--- config.mk ---
export PLATFORM = sky130hd
export DESIGN_NAME = ace_snoop_responder_flat
export DESIGN_NICKNAME = d
export VERILOG_FILES = /design/src/rtl/ace_snoop_responder_if.sv /design/src/rtl/ace_snoop_responder.sv /design/src/flat_wrapper.sv
export SDC_FILE = /design/constraint.sdc
export NUM_CORES = 1
export LEC_CHECK = 0
export ABC_AREA = 1
export BUFFER_PORTS_ARGS = -buffer_cell sky130_fd_sc_hd__buf_4
export CORE_AREA = 2 2 163 165
export CTS_BUF_LIST = sky130_fd_sc_hd__clkbuf_4
export DETAILED_ROUTE_END_ITERATION = 8
export DIE_AREA = 0 0 165 167
export PLACE_DENSITY = 0.78
export SLEW_MARGIN = 20
export SYNTH_ARGS = -nofsm -noshare
export SYNTH_HDL_FRONTEND = slang
export SYNTH_SLANG_ARGS = --single-unit
--- constraint.sdc ---
create_clock -name clk_i -period 2.1 [get_ports clk_i]
set_input_delay 0.105 -clock clk_i [delete_from_list [all_inputs] [get_ports clk_i]]
set_output_delay 0.105 -clock clk_i [all_outputs]
set_load 0.01 [all_outputs]
--- src/rtl/ace_snoop_responder_if.sv ---
// rtl/ace_snoop_responder_if.sv - AC/CR/CD snoop channel bundle between snoop crossbar and responder
interface ace_snoop_responder_if #(
    parameter int ADDR_WIDTH = 64,
    parameter int DATA_WIDTH = 64
);
    logic                  ac_valid_i;
    logic                  ac_ready_o;
    logic [ADDR_WIDTH-1:0] ac_addr_i;
    logic [3:0]            ac_snoop_i;
    logic [2:0]            ac_prot_i;
    logic                  cr_valid_o;
    logic                  cr_ready_i;
    logic [4:0]            cr_resp_o;
    logic                  cd_valid_o;
    logic                  cd_ready_i;
    logic [DATA_WIDTH-1:0] cd_data_o;
    logic                  cd_last_o;

    modport slave (
        input  ac_valid_i, ac_addr_i, ac_snoop_i, ac_prot_i, cr_ready_i, cd_ready_i,
        output ac_ready_o, cr_valid_o, cr_resp_o, cd_valid_o, cd_data_o, cd_last_o
    );

    modport master (
        output ac_valid_i, ac_addr_i, ac_snoop_i, ac_prot_i, cr_ready_i, cd_ready_i,
        input  ac_ready_o, cr_valid_o, cr_resp_o, cd_valid_o, cd_data_o, cd_last_o
    );
endinterface

--- src/rtl/ace_snoop_responder.sv ---
// rtl/ace_snoop_responder.sv - ACE snoop responder: tag lookup, CRRESP, CD line stream, state update
// One snoop in flight; every handshake output is registered and held until its grant/ready.
module ace_snoop_responder #(
    parameter int ADDR_WIDTH = 64,
    parameter int DATA_WIDTH = 64,
    parameter int CD_BEATS   = 4
) (
    input  logic                  clk_i,
    input  logic                  rst_ni,
    ace_snoop_responder_if.slave  snp,
    output logic                  tag_req_o,
    input  logic                  tag_gnt_i,
    output logic [ADDR_WIDTH-1:0] tag_addr_o,
    input  logic                  tag_rvalid_i,
    input  logic                  tag_hit_i,
    input  logic                  tag_dirty_i,
    input  logic                  tag_shared_i,
    output logic                  data_req_o,
    input  logic                  data_gnt_i,
    output logic [ADDR_WIDTH-1:0] data_addr_o,
    input  logic                  data_rvalid_i,
    input  logic [DATA_WIDTH-1:0] data_rdata_i,
    output logic                  upd_req_o,
    input  logic                  upd_gnt_i,
    output logic [ADDR_WIDTH-1:0] upd_addr_o,
    output logic                  upd_valid_o,
    output logic                  upd_dirty_o,
    output logic                  upd_shared_o
);
    localparam int BEAT_BYTES = DATA_WIDTH / 8;
    localparam int OFF_W      = $clog2(CD_BEATS * BEAT_BYTES);
    localparam int CNT_W      = $clog2(CD_BEATS) + 1;
    localparam logic [ADDR_WIDTH-1:0] LINE_MASK =
        ~((ADDR_WIDTH'(1) << OFF_W) - ADDR_WIDTH'(1));
    localparam logic [CNT_W-1:0] LAST_BEAT = CNT_W'(CD_BEATS - 1);

    typedef enum logic [2:0] {S_IDLE, S_LOOKUP, S_RESP, S_DATA, S_UPDATE} state_t;

    state_t                state_q;
    logic [ADDR_WIDTH-1:0] line_q;
    logic [3:0]            snoop_q;
    logic [2:0]            prot_unused_q;
    logic                  upd_need_q;
    logic [CNT_W-1:0]      beat_q;
    logic                  cr_valid_q;
    logic [4:0]            cr_resp_q;
    logic                  cd_valid_q;
    logic [DATA_WIDTH-1:0] cd_data_q;
    logic                  cd_last_q;

    assign snp.ac_ready_o = (state_q == S_IDLE);
    assign snp.cr_valid_o = cr_valid_q;
    assign snp.cr_resp_o  = cr_resp_q;
    assign snp.cd_valid_o = cd_valid_q;
    assign snp.cd_data_o  = cd_data_q;
    assign snp.cd_last_o  = cd_last_q;

    // Response decode from the captured snoop and the live tag result; keep_c means the line
    // survives as valid+shared+clean, otherwise an update invalidates it.
    logic [4:0] resp_c;
    logic       upd_c, keep_c, dt_c, pd_c, is_c, err_c;

    always_comb begin
        dt_c   = 1'b0;
        pd_c   = 1'b0;
        is_c   = 1'b0;
        err_c  = 1'b0;
        upd_c  = 1'b0;
        keep_c = 1'b0;
        resp_c = 5'b00000;
        case (snoop_q)
            4'b0000: begin dt_c = 1'b1; is_c = 1'b1; end
            4'b0001, 4'b0010, 4'b0011: begin
                dt_c = 1'b1; pd_c = tag_dirty_i; is_c = 1'b1; upd_c = 1'b1; keep_c = 1'b1;
            end
            4'b0111, 4'b1001: begin dt_c = 1'b1; pd_c = tag_dirty_i; upd_c = 1'b1; end
            4'b1000: begin
                dt_c = tag_dirty_i; pd_c = tag_dirty_i; is_c = 1'b1; upd_c = 1'b1; keep_c = 1'b1;
            end
            4'b1101: upd_c = 1'b1;
            default: err_c = 1'b1;
        endcase
        if (err_c) begin
            resp_c = 5'b00010;
        end else if (!tag_hit_i) begin
            upd_c = 1'b0;
        end else begin
            resp_c = {!tag_shared_i, is_c, pd_c, 1'b0, dt_c};
        end
    end

    always_ff @(posedge clk_i or negedge rst_ni) begin
        if (!rst_ni) begin
            state_q       <= S_IDLE;
            line_q        <= '0;
            snoop_q       <= '0;
            prot_unused_q <= '0;
            upd_need_q    <= 1'b0;
            beat_q        <= '0;
            cr_valid_q    <= 1'b0;
            cr_resp_q     <= '0;
            cd_valid_q    <= 1'b0;
            cd_data_q     <= '0;
            cd_last_q     <= 1'b0;
            tag_req_o     <= 1'b0;
            tag_addr_o    <= '0;
            data_req_o    <= 1'b0;
            data_addr_o   <= '0;
            upd_req_o     <= 1'b0;
            upd_addr_o    <= '0;
            upd_valid_o   <= 1'b0;
            upd_dirty_o   <= 1'b0;
            upd_shared_o  <= 1'b0;
        end else begin
            case (state_q)
                S_IDLE: if (snp.ac_valid_i) begin
                    line_q        <= snp.ac_addr_i & LINE_MASK;
                    snoop_q       <= snp.ac_snoop_i;
                    prot_unused_q <= snp.ac_prot_i;
                    tag_req_o     <= 1'b1;
                    tag_addr_o    <= snp.ac_addr_i & LINE_MASK;
                    state_q       <= S_LOOKUP;
                end
                // A dropped tag_req_o marks the grant; the result is only accepted after it.
                S_LOOKUP: if (tag_req_o) begin
                    if (tag_gnt_i) tag_req_o <= 1'b0;
                end else if (tag_rvalid_i) begin
                    cr_valid_q   <= 1'b1;
                    cr_resp_q    <= resp_c;
                    upd_need_q   <= upd_c;
                    upd_addr_o   <= line_q;
                    upd_valid_o  <= keep_c;
                    upd_shared_o <= keep_c;
                    upd_dirty_o  <= 1'b0;
                    state_q      <= S_RESP;
                end
                S_RESP: if (snp.cr_ready_i) begin
                    cr_valid_q <= 1'b0;
                    if (cr_resp_q[0]) begin
                        beat_q      <= '0;
                        data_req_o  <= 1'b1;
                        data_addr_o <= line_q;
                        state_q     <= S_DATA;
                    end else if (upd_need_q) begin
                        upd_req_o <= 1'b1;
                        state_q   <= S_UPDATE;
                    end else begin
                        state_q <= S_IDLE;
                    end
                end
                // Per beat: request until grant, wait for read data, present on CD until taken.
                S_DATA: if (data_req_o) begin
                    if (data_gnt_i) data_req_o <= 1'b0;
                end else if (cd_valid_q) begin
                    if (snp.cd_ready_i) begin
                        cd_valid_q <= 1'b0;
                        cd_last_q  <= 1'b0;
                        if (cd_last_q) begin
                            upd_req_o <= upd_need_q;
                            state_q   <= upd_need_q ? S_UPDATE : S_IDLE;
                        end else begin
                            beat_q      <= beat_q + CNT_W'(1);
                            data_req_o  <= 1'b1;
                            data_addr_o <= data_addr_o + ADDR_WIDTH'(BEAT_BYTES);
                        end
                    end
                end else if (data_rvalid_i) begin
                    cd_valid_q <= 1'b1;
                    cd_data_q  <= data_rdata_i;
                    cd_last_q  <= (beat_q == LAST_BEAT);
                end
                S_UPDATE: if (upd_gnt_i) begin
                    upd_req_o <= 1'b0;
                    state_q   <= S_IDLE;
                end
                default: state_q <= S_IDLE;
            endcase
        end
    end
endmodule

--- src/flat_wrapper.sv ---
// flat-port wrapper written by rule: the top's interface ports become plain ports
module ace_snoop_responder_flat 
#(
    parameter int ADDR_WIDTH = 64,
    parameter int DATA_WIDTH = 64,
    parameter int CD_BEATS   = 4
)
  (clk_i, rst_ni, tag_req_o, tag_gnt_i, tag_addr_o, tag_rvalid_i, tag_hit_i, tag_dirty_i, tag_shared_i, data_req_o, data_gnt_i, data_addr_o, data_rvalid_i, data_rdata_i, upd_req_o, upd_gnt_i, upd_addr_o, upd_valid_o, upd_dirty_o, upd_shared_o, snp_ac_valid_i, snp_ac_addr_i, snp_ac_snoop_i, snp_ac_prot_i, snp_cr_ready_i, snp_cd_ready_i, snp_ac_ready_o, snp_cr_valid_o, snp_cr_resp_o, snp_cd_valid_o, snp_cd_data_o, snp_cd_last_o);
  ace_snoop_responder_if #(.ADDR_WIDTH(ADDR_WIDTH), .DATA_WIDTH(DATA_WIDTH)) snp_i ();
  input  logic clk_i;
  input  logic rst_ni;
  output logic tag_req_o;
  input  logic tag_gnt_i;
  output logic [ADDR_WIDTH-1:0] tag_addr_o;
  input  logic tag_rvalid_i;
  input  logic tag_hit_i;
  input  logic tag_dirty_i;
  input  logic tag_shared_i;
  output logic data_req_o;
  input  logic data_gnt_i;
  output logic [ADDR_WIDTH-1:0] data_addr_o;
  input  logic data_rvalid_i;
  input  logic [DATA_WIDTH-1:0] data_rdata_i;
  output logic upd_req_o;
  input  logic upd_gnt_i;
  output logic [ADDR_WIDTH-1:0] upd_addr_o;
  output logic upd_valid_o;
  output logic upd_dirty_o;
  output logic upd_shared_o;
  input wire logic [$bits(snp_i.ac_valid_i)-1:0] snp_ac_valid_i;
  input wire logic [$bits(snp_i.ac_addr_i)-1:0] snp_ac_addr_i;
  input wire logic [$bits(snp_i.ac_snoop_i)-1:0] snp_ac_snoop_i;
  input wire logic [$bits(snp_i.ac_prot_i)-1:0] snp_ac_prot_i;
  input wire logic [$bits(snp_i.cr_ready_i)-1:0] snp_cr_ready_i;
  input wire logic [$bits(snp_i.cd_ready_i)-1:0] snp_cd_ready_i;
  output wire logic [$bits(snp_i.ac_ready_o)-1:0] snp_ac_ready_o;
  output wire logic [$bits(snp_i.cr_valid_o)-1:0] snp_cr_valid_o;
  output wire logic [$bits(snp_i.cr_resp_o)-1:0] snp_cr_resp_o;
  output wire logic [$bits(snp_i.cd_valid_o)-1:0] snp_cd_valid_o;
  output wire logic [$bits(snp_i.cd_data_o)-1:0] snp_cd_data_o;
  output wire logic [$bits(snp_i.cd_last_o)-1:0] snp_cd_last_o;
  assign snp_i.ac_valid_i = snp_ac_valid_i;
  assign snp_i.ac_addr_i = snp_ac_addr_i;
  assign snp_i.ac_snoop_i = snp_ac_snoop_i;
  assign snp_i.ac_prot_i = snp_ac_prot_i;
  assign snp_i.cr_ready_i = snp_cr_ready_i;
  assign snp_i.cd_ready_i = snp_cd_ready_i;
  assign snp_ac_ready_o = snp_i.ac_ready_o;
  assign snp_cr_valid_o = snp_i.cr_valid_o;
  assign snp_cr_resp_o = snp_i.cr_resp_o;
  assign snp_cd_valid_o = snp_i.cd_valid_o;
  assign snp_cd_data_o = snp_i.cd_data_o;
  assign snp_cd_last_o = snp_i.cd_last_o;
  ace_snoop_responder #(.ADDR_WIDTH(ADDR_WIDTH), .DATA_WIDTH(DATA_WIDTH), .CD_BEATS(CD_BEATS)) u_core (.clk_i(clk_i), .rst_ni(rst_ni), .snp(snp_i), .tag_req_o(tag_req_o), .tag_gnt_i(tag_gnt_i), .tag_addr_o(tag_addr_o), .tag_rvalid_i(tag_rvalid_i), .tag_hit_i(tag_hit_i), .tag_dirty_i(tag_dirty_i), .tag_shared_i(tag_shared_i), .data_req_o(data_req_o), .data_gnt_i(data_gnt_i), .data_addr_o(data_addr_o), .data_rvalid_i(data_rvalid_i), .data_rdata_i(data_rdata_i), .upd_req_o(upd_req_o), .upd_gnt_i(upd_gnt_i), .upd_addr_o(upd_addr_o), .upd_valid_o(upd_valid_o), .upd_dirty_o(upd_dirty_o), .upd_shared_o(upd_shared_o));
endmodule
==> results <==
- The placed instances occupy a cell area of 16,140 µm².
- Yosys attributes the largest share of cell area to dfrtp_1, nand2_1, nor2_1, a21oi_1, inv_1.
- On the final layout, the worst clock skew is 35.52 ps.
- Across the whole layout, storage elements account for 6658 µm².
- The signal on the critical path passes through inv_2, nor2_2, nand2_2, buf_12, o21ai_0, nor3_1, nand2_1, o21ai_0.
- The site row count is slightly below 60.
- Summed over all failing endpoints, the final setup total negative slack is 0 ps.
- The post-route fraction of the period consumed by the critical path is 0.9663.
- For this run, the post-layout net count is approximately 2,300.
- The cell family with the largest share of critical-path delay is simple AND/OR/NAND/NOR gates.
- The final count of hold timing violations is 0.
- The die outline width is between 150 and 200 µm.
- After clock tree synthesis, the setup repair step added 0 buffers.
- The worst slew slack as a fraction of its limit is 0.5801.
- For the pin with the worst max-slew slack, the measured transition is around 630 ps.
- The count of buffers added on input and output ports is slightly below 400.
- The library cell used most frequently in the layout, excluding fill and tap cells, is nand2_1.
- The startpoint class of the critical path is a register.
- The total detailed-routing wirelength is approximately 48,000 µm.
- The number of placed cells counting well taps is between 2,000 and 2,500.
- The first global-routing pass estimated 72,280 µm of wire.
- The clock edge transition at the registers on the reported setup and hold paths is around 70 ps.
- After synthesis the cells add up to around 13,000 µm².
- The minimum setup slack after placement is 116.8 ps.
- The count of different cell masters after synthesis is 34.
- The iteration count of the initial detailed-routing pass is 6.
- The power per unit of standard cell area is approximately 1500 nW/µm².
- The met3 layer wire length in the routed design is between 3000 and 4000 µm.
- Yosys printed 0 warnings.
- For this run, design rule violations remaining after detail routing come to 0.
- The max-capacitance violation count is 0.
- The clock net in this run drives a total of 266 sinks.
- Summed over all nets, the half-perimeter wirelength after detailed placement is roughly 32,000 µm.
- The required time at the worst-slack endpoint is around 2700 ps.
- between 400 and 500 I/O pins were placed.
- The number of antenna violations at the first check in global routing is 4.
- The top layer used by detailed routing is met4.
- The share of synthesized area occupied by flip-flops and latches is 0.5237.
- Derived from the worst setup path, the maximum achievable clock frequency is 492.8 MHz.
- The clock root buffer is clkbuf_4.
- In the final routing, the length of wire on met1 measures 18,020 µm.
- The highest-delay cell along the critical path is dfrtp_1.
- In the post-route analysis, the smallest setup slack over all paths is around 71 ps.
- The combined global-route utilization of all metal layers is 0.3418.
- Entering global routing, the biggest net connects ~130 pins.
- The worst register-to-register path ends at u_core.state_q[1].
- At the end of routability-driven placement, the weighted congestion stood at between 0.9 and 1.
- The top fanout value on the critical path is 65.
- The clock reaches the later pin of the worst-skew pair after between 600 and 700 ps.
- The number of cells on the worst reg-to-reg path is 8.
- The finished cells cover approximately 18,000 µm².
- The core utilization of the finished layout is 0.7170.
- The internal reg-to-reg setup slack is ~71 ps.
- The H-tree generated during clock tree synthesis spans 3 levels.
- The fraction of final layout cells sized beyond drive strength 1 is 0.2751.
- The startpoint of the most critical register-to-register path is u_core.state_q[1].
- Setup violations remaining at the end of the flow were counted as 0.
- The maximum cell stage delay along the critical path is about 430 ps.
- The classification of the worst setup path is reg -> reg.
- The number of buffers on the longest clock path is 3.
- The die is approximately 170 µm tall.
- The startpoint identified for the worst hold timing path is data_rvalid_i.
- In the layout the commonest cells are nand2_1, buf_4, dfrtp_1, nor2_1, inv_1.
- Once detail routing completed, the nets flagged for antenna violations numbered 0.
- The most used cell along the critical path is o21ai_0.
- The count of filler cells inserted in the layout is ~1,900.
- The TritonCTS buffer count is 68.
- STA puts the critical path data arrival time at about 2600 ps.
- Wire segments on met2 add up to ~23,000 µm in the final route.
- The via count of the first global-routing pass is between 10,000 and 15,000.
- The flow ran to the end, and the final reports show no timing, DRC or antenna violations.
- The routed wirelength normalized by instance count is roughly 19 µm.
- The share of synthesized area in the top cell type comes to 0.5237.
- Summing all multi-input logic gate instances after layout gives between 5000 and 6000 µm².
- For this configuration, the core starts out at a cell density of 0.4933.
- The worst hold path class is in -> reg.
- The number of vias after detailed routing is around 13,000.
- STA classifies the critical path endpoint as a register.
- The synthesized instance count is about 1,600.
- The total overflow left after global routing is 0.
- The count of cells in the finished layout, fillers not included, comes to roughly 2,500.
- The area enclosed by the die boundary is 27,560 µm².
- The path with the worst hold slack has its endpoint at u_core.snp.cd_data_o[44].
- The hold path depth is 4.
- After detailed routing, the number of vias per cell comes to around 5.3.
- The synthesized design contains 266 register bits.
- The number of DRC violations after detailed-routing iteration 0 is 1,206.
- The worst path buffer plus inverter count is 2.
- The region available for standard cell placement spans 25,760 µm².
- Compared with the post-synthesis result, the final layout area differs by 45.34%.
- The CTS tree is yes.
- The clock period could shrink to about 2000 ps.
- Summed over all cells, the static leakage comes to about 9.5 nW.
- The highest ir drop seen on vdd is roughly 0.00094 V.
- Dividing the synthesized area by the synthesized cell count gives approximately 8.2 µm².
- The library cell with the largest summed area after synthesis is dfrtp_1.
- The count of pins over their slew limit is 0.
==> worst max-delay path by stage <==
| stage | startpoint | endpoint | cells after the start | slack (ps) |
|---|---|---|---|---|
| 2_1_floorplan | u_core.data_addr_o[3] | u_core.data_addr_o[57] | 10 | 280 |
| 3_3_place_gp | u_core.data_addr_o[3] | u_core.data_addr_o[59] | 10 | 150 |
| 3_5_place_dp | u_core.data_addr_o[3] | u_core.data_addr_o[59] | 10 | 120 |
| 4_1_cts | u_core.state_q[1] | u_core.snp.cd_valid_o | 7 | 30 |
| 5_1_grt | u_core.state_q[1] | u_core.state_q[1] | 9 | -70 |
| 6_report | u_core.state_q[1] | u_core.state_q[1] | 8 | 70 |
==> per-stage QoR <==
step	total power, mW	hold WS [ps]
floorplan	15.17	-190.6
global placement	21.27	79.62
detailed placement	21.64	84.15
CTS	26.38	69.78
global route	28.61	89.49
finish	26.86	110.2
==> layout make-up <==
| class | instances | share of cell area |
|---|---|---|
| sequential | 266 | 0.3604 |
| multi-input combinational | 1070 | 0.2805 |
| timing repair buffer | 569 | 0.2598 |
| clock buffer | 96 | 0.03901 |
| inverter | 155 | 0.03150 |
| tap | 335 | 0.02269 |
| clock inverter | 14 | 0.005554 |
| antenna | 4 | 0.0005419 |
==> synthesized netlist by cell type (all sizes together) <==
cell and count:
nand4 18, nand3 68, o21bai 4, nor2 206
o22ai 4, clkbuf 29, buf 45, a21o 1
a21oi 127, inv 155, conb 1, o21ai 105
xor2 9, nor3 4, mux2 66, a211oi 1
or2 2, dfrtp 266, nand2 425, a31oi 1
ha 3, nor3b 1, xnor2 3, a22oi 1
o211ai 2, nand3b 5
==> power breakdown <==
part	internal, mW	switching, mW
Combinational	5.55	7.10
Clock	2.23	2.23
Sequential	7.54	2.20
Total	15.3	11.5
==> what timing repair did <==
item,CTS,global route
hold buffers,143,0
endpoints found under the setup margin,0,40
hold endpoints to repair,409,0
gates resized for setup,0,11
==> logic make-up (layout without fill, tap and decap cells) <==
family	count (synthesis)	count (layout)	synth area share
flops	266	266	0.5237
other cells	1	18	0.0002951
buf+inv	229	834	0.07649
simple gates	729	729	0.2307
mux	66	66	0.05848
compound gates	246	246	0.09913
xor+xnor	12	12	0.008270
fa+ha+maj	3	3	0.002954
==> worst reg2reg max path: cells and delay by family, from the launching register on <==
family                 cells  cell delay (ps)
AND/OR/NAND/NOR            4              660
AO/OA/AOI/OAI              2              450
flip-flops                 1              430
buffers and inverters      2              370
==> flip-flops by register name, summed over array words and instances (netlist names) <==
signal                 cells
u_core.tag_addr_o         59
u_core.snoop_q             4
u_core.upd_addr_o         59
u_core.snp.cd_last_o       1
u_core.state_q             3
u_core.upd_shared_o        1
u_core.data_req_o          1
u_core.data_addr_o        61
u_core.snp.cd_data_o      64
u_core.upd_req_o           1
u_core.snp.cr_resp_o       5
u_core.snp.cr_valid_o      1
u_core.beat_q              3
u_core.tag_req_o           1
u_core.snp.cd_valid_o      1
u_core.upd_need_q          1
==> layer usage <==
layer / vias to the layer above / GRT usage
met5: - / 0
met4: 0 / 0.2019
met3: 156 / 0.08692
met2: 684 / 0.5580
met1: 6256 / 0.4058
li1: 6114 / -
(Power assumes the default switching activity.)
